`src/rtl/ram_arbiter.sv`:
```
// Two-port round-robin front end for a single change-detect ram: turns the ram's
// response pin into a req/ack handshake, range-checks addresses, bounds each wait.
module ram_arbiter #(
  parameter int DEPTH       = 32,
  parameter int TIMEOUT_CYC = 15
) (
  input  logic        clk,
  input  logic        rst_n,
  input  logic        p0_req,
  input  logic        p0_wr,
  input  logic [31:0] p0_addr,
  input  logic [31:0] p0_wdata,
  output logic        p0_ack,
  output logic        p0_err,
  output logic [31:0] p0_rdata,
  input  logic        p1_req,
  input  logic        p1_wr,
  input  logic [31:0] p1_addr,
  input  logic [31:0] p1_wdata,
  output logic        p1_ack,
  output logic        p1_err,
  output logic [31:0] p1_rdata,
  output logic [31:0] ram_data,
  output logic [31:0] ram_addr,
  output logic        ram_wr,
  input  logic        ram_response,
  input  logic [31:0] ram_out,
  output logic        busy
);

  localparam int CW = ($clog2(TIMEOUT_CYC + 1) > 4) ? $clog2(TIMEOUT_CYC + 1) : 4;

  typedef enum logic [1:0] {IDLE, ISSUE, WAIT, ACK} state_t;

  state_t        state;
  logic          grant;
  logic          last_grant;
  logic [CW-1:0] wait_cnt;

  logic          sel_valid;
  logic          sel;
  logic          sel_wr;
  logic [31:0]   sel_addr;
  logic [31:0]   sel_wdata;
  logic          sel_range_err;

  // On a tie the port that was not served last wins; otherwise whoever asks.
  always_comb begin
    sel_valid     = p0_req | p1_req;
    sel           = (p0_req && p1_req) ? ~last_grant : p1_req;
    sel_wr        = sel ? p1_wr    : p0_wr;
    sel_addr      = sel ? p1_addr  : p0_addr;
    sel_wdata     = sel ? p1_wdata : p0_wdata;
    sel_range_err = (sel_addr >= 32'(DEPTH));
  end

  assign busy = (state != IDLE);

  always_ff @(posedge clk or negedge rst_n) begin
    if (!rst_n) begin
      state      <= IDLE;
      grant      <= 1'b0;
      last_grant <= 1'b1;
      wait_cnt   <= '0;
      p0_ack     <= 1'b0;
      p0_err     <= 1'b0;
      p0_rdata   <= '0;
      p1_ack     <= 1'b0;
      p1_err     <= 1'b0;
      p1_rdata   <= '0;
      ram_data   <= '0;
      ram_addr   <= '0;
      ram_wr     <= 1'b0;
    end else begin
      case (state)
        IDLE: begin
          if (sel_valid) begin
            grant      <= sel;
            last_grant <= sel;
            if (sel_range_err) begin
              p0_ack <= ~sel;
              p1_ack <= sel;
              p0_err <= ~sel;
              p1_err <= sel;
              state  <= ACK;
            end else begin
              ram_addr <= sel_addr;
              ram_data <= sel_wdata;
              ram_wr   <= sel_wr;
              state    <= ISSUE;
            end
          end
        end
        ISSUE: begin
          wait_cnt <= '0;
          state    <= WAIT;
        end
        WAIT: begin
          // ram_wr drops on entry to ACK so the ram never repeats the write.
          if (ram_response) begin
            p0_ack <= ~grant;
            p1_ack <= grant;
            ram_wr <= 1'b0;
            state  <= ACK;
            if (!ram_wr) begin
              if (grant) p1_rdata <= ram_out;
              else       p0_rdata <= ram_out;
            end
          end else begin
            wait_cnt <= wait_cnt + 1'b1;
            if (wait_cnt == CW'(TIMEOUT_CYC - 1)) begin
              p0_ack <= ~grant;
              p1_ack <= grant;
              p0_err <= ~grant;
              p1_err <= grant;
              ram_wr <= 1'b0;
              state  <= ACK;
            end
          end
        end
        ACK: begin
          p0_ack <= 1'b0;
          p1_ack <= 1'b0;
          p0_err <= 1'b0;
          p1_err <= 1'b0;
          ram_wr <= 1'b0;
          state  <= IDLE;
        end
        default: state <= IDLE;
      endcase
    end
  end

endmodule

```
`config.mk`:
```
export PLATFORM = sky130hd
export DESIGN_NAME = ram_arbiter
export DESIGN_NICKNAME = d
export VERILOG_FILES = /design/src/rtl/ram_arbiter.sv
export SDC_FILE = /design/constraint.sdc
export NUM_CORES = 1
export LEC_CHECK = 0
export BUFFER_PORTS_ARGS = -buffer_cell sky130_fd_sc_hd__buf_4
export CAP_MARGIN = 20
export CORE_AREA = 2 2 136 138
export CTS_CLUSTER_DIAMETER = 150
export CTS_CLUSTER_SIZE = 25
export DETAILED_ROUTE_END_ITERATION = 6
export DIE_AREA = 0 0 138 140
export GPL_TIMING_DRIVEN = 0
export SYNTH_ARGS = -nofsm -noshare
export SYNTH_HDL_FRONTEND = slang
export SYNTH_SLANG_ARGS = --single-unit
```
`constraint.sdc`:
```
create_clock -name clk -period 2 [get_ports clk]
set_clock_uncertainty 0.05 [all_clocks]
set_input_delay 0.1 -clock clk [delete_from_list [all_inputs] [get_ports clk]]
set_output_delay 0.1 -clock clk [all_outputs]
set_load 0.005 [all_outputs]
```
==> reports/qor.csv <==
metric,value,unit
fin_setup_tns,-0.005453,ns
clkPwrFrac,28.3,%
layout-drive-gt1-share,59.60,%
p_sw_share,28.75,%
clock-sinks,141,
endpoint_kind,flop,
r2r_slack,-0.004,ns
die_w,138,µm
drv_slew,0,
whs_path_depth,3,
hold_path.class,input port to flop,
switchingPower,0.003107,W
cts_max_level,4,
antenna_found_initial,2,
synth_area_leader_cell,dfrtp_1,
pin_count,301,
grt_pass1_wl,30260,µm
final_cell_area,10370,µm²
clockBufferDepth,2,
netlist.area_leader.share,57.40,%
drc,0,
rsz0062_at_grt,yes,
r2r-end,ram_data[31]$_DFFE_PN0P_,
ys.flop_type,dfrtp_1,
power.total,0.01081,W
gp_congestion,0.8151,
path_max_fanout,10,
area_growth,69.97,%
vias,4999,
reg2reg_from,last_grant$_DFFE_PN1P_,
worst_path_most_repeated_cell,buf_12,
cpLargestDelayFamily,flip-flops,
dpl.hpwl,13880,µm
yosys-top-cells-area,"dfrtp_1 (57%), mux2_2 (20%), mux2_4 (8.1%)",
fmax,0.4989,GHz
crit_start,last_grant$_DFFE_PN1P_,
coreArea,17780,µm²
netlist_instances,412,
utilization,58.35,%
yosysUniqueCellTypes,39,
drtIter0Drc,155,
async_reset_ff_share,100.0,%
die_h,140,µm
wl,19120,µm
slowest_stage,dfstp_2,
crit_buf_inv,3,
ys_seq_area_share,57.83,%
grt_max_degree,90,
hp-start,p1_wdata[0],
path_cells,"a21boi_4, buf_12, nand4b_1, nand2_2, nand3b_1, buf_6, buf_12, mux2_4",
syn_nets,585,
routedWlPerCell,17.70,µm
relSlewSlack,64.18,%
min_to,ram_data[0]$_DFFE_PN0P_,
whs,-0.004123,ns
die-area,19320,µm²
layout_min_cycle_time,2.004,ns
yosysWarnings,0,
drtPass1Iterations,4,
powerDensity,1042,nW/µm²
via_per_inst,4.629,
max_stage_delay,0.55,ns
p_seq_share,37.8,%
mappedNetlistArea,6103,µm²
portBuffers,300,
final_nets,1009,
rows,49,
grt_pass1_vias,5638,
outcome,"finished, violations left",
cp-start-kind,flop,
maxCapViolations,0,
avgSynthCellArea,14.81,µm²
overflow,0,
initial_core_util,34.33,%
internal-power,0.007702,W
grtUsageTotal,19.95,%
numCtsBuffers,17,
synth-edff-count,0,
violations,"hold timing, setup timing",
p_leak,5.192,nW
setup_violations,2,
peakVddDrop,0.0006375,V
place_area,8673,µm²
cp.required,2.24,ns
hold_violations,1,
ys_ff_latch,141,
crit_arrival,2.24,ns
antenna_left,0,
fin_crit_sh,100.2,%
clockRootBuffer,clkbuf_16,
critPathKind,flop to flop,
clk_latency,0.41,ns
setup_slack,-0.004244,ns
cts_tree,built,
worstMarginPinSlew,0.5373,ns
clk_pin_slew,0.06,ns
reg2reg_depth,8,
power_frac_comb,33.8,%
## state kept, by name, indices dropped and copies added, names as in the netlist
| register | count |
|---|---|
| p0_rdata | 32 |
| p1_rdata | 32 |
| ram_addr | 32 |
| ram_data | 32 |
| wait_cnt | 4 |
| state | 2 |
| grant | 1 |
| last_grant | 1 |
| p0_ack | 1 |
| p0_err | 1 |
| p1_ack | 1 |
| p1_err | 1 |
| ram_wr | 1 |
## final cells by class
class | count | area (µm²)
fill | 1464 | 7406
sequential | 141 | 3530
timing repair buffer | 405 | 3322
multi-input combinational | 247 | 2459
clock buffer | 17 | 425.4
tap | 229 | 286.5
buffer | 18 | 172.7
clock inverter | 15 | 151.4
inverter | 6 | 22.52
antenna | 2 | 5.005
## repair_timing
item                       in CTS  in global routing
gates resized for setup        12                 17
hold buffers                   99                  0
hold endpoints to repair      150                  0
setup buffers                   4                  3
pin swaps                       3                  1
setup endpoints to repair     119                116
## cell usage in the layout (no fill, tap or decap), types with 6 or more instances in the layout
master,instances
buf_4,304
dfrtp_1,140
mux2_2,109
dlygate4sd3_1,98
mux2_4,33
and2_1,28
clkbuf_16,17
nor4_1,12
nand2_1,8
nor2_1,7
inv_6,7
inv_1,6
buf_6,6
## per-layer routing
layer  track usage [%]  vias to the layer above  share of wire [%]
met4             8.915                        0                3.7
met2             35.64                      207                 52
met5                 0                        -                  0
met3             6.632                       39                7.1
li1                  -                     2326                  -
met1             21.54                     2427                 38
## per-stage QoR
stage / cells / setup WS [ns]
finish: 1080 / -0.004244
global route: 1080 / -0.05995
CTS: 1077 / -0.01878
detailed placement: 942 / -0.4534
global placement: 941 / -0.4200
floorplan: 412 / 0.08591
## power by group through the flow
stage	registers, W	logic [W]	clock network [W]
3_3_place_gp	0.00409	0.00328	0
2_1_floorplan	0.00413	0.00152	0
6_report	0.00409	0.00365	0.00306
5_1_grt	0.00419	0.00398	0.00330
3_5_place_dp	0.00414	0.00338	0
4_1_cts	0.00409	0.00362	0.00316
## cell families after synthesis
logic type	Yosys count	synth area share [%]
multiplexers	144	28.62
flip-flops	141	57.83
AND/OR/NAND/NOR	74	6.970
buffers and inverters	24	2.603
AO/OA/AOI/OAI	21	2.460
adder cells (fa/ha/maj)	6	1.230
XOR/XNOR	2	0.2871
## worst reg2reg max path: cells and delay by family, from the launching register on
family	cells	cell delay, ns
compound gates	1	0.06
simple gates	3	0.44
mux	1	0.30
flops	1	0.55
buf+inv	3	0.48
## cells in the mapped netlist, types with 3 or more instances
master / count
a21oi_1: 3
a31oi_1: 3
and2_1: 28
buf_1: 3
buf_12: 3
buf_2: 4
clkbuf_1: 6
dfrtp_1: 140
ha_1: 6
inv_1: 6
mux2_2: 109
mux2_4: 33
nand2_1: 9
nand4_1: 4
nor2_1: 7
nor3_1: 3
nor4_1: 12
o21ai_0: 4
o22ai_1: 3
## worst max path at each step
| stage | slack (ns) | depth (start not counted) | to |
|---|---|---|---|
| 6_report | -0.004 | 8 | ram_data[31]$_DFFE_PN0P_ |
| 5_1_grt | -0.06 | 8 | ram_data[31]$_DFFE_PN0P_ |
| 4_1_cts | -0.02 | 8 | ram_data[31]$_DFFE_PN0P_ |
| 3_5_place_dp | -0.45 | 6 | p0_rdata[17]$_DFFE_PN0P_ |
| 3_3_place_gp | -0.42 | 6 | p0_rdata[19]$_DFFE_PN0P_ |
| 2_1_floorplan | 0.09 | 6 | p0_rdata[0]$_DFFE_PN0P_ |
Power figures use the tool's default switching activity.
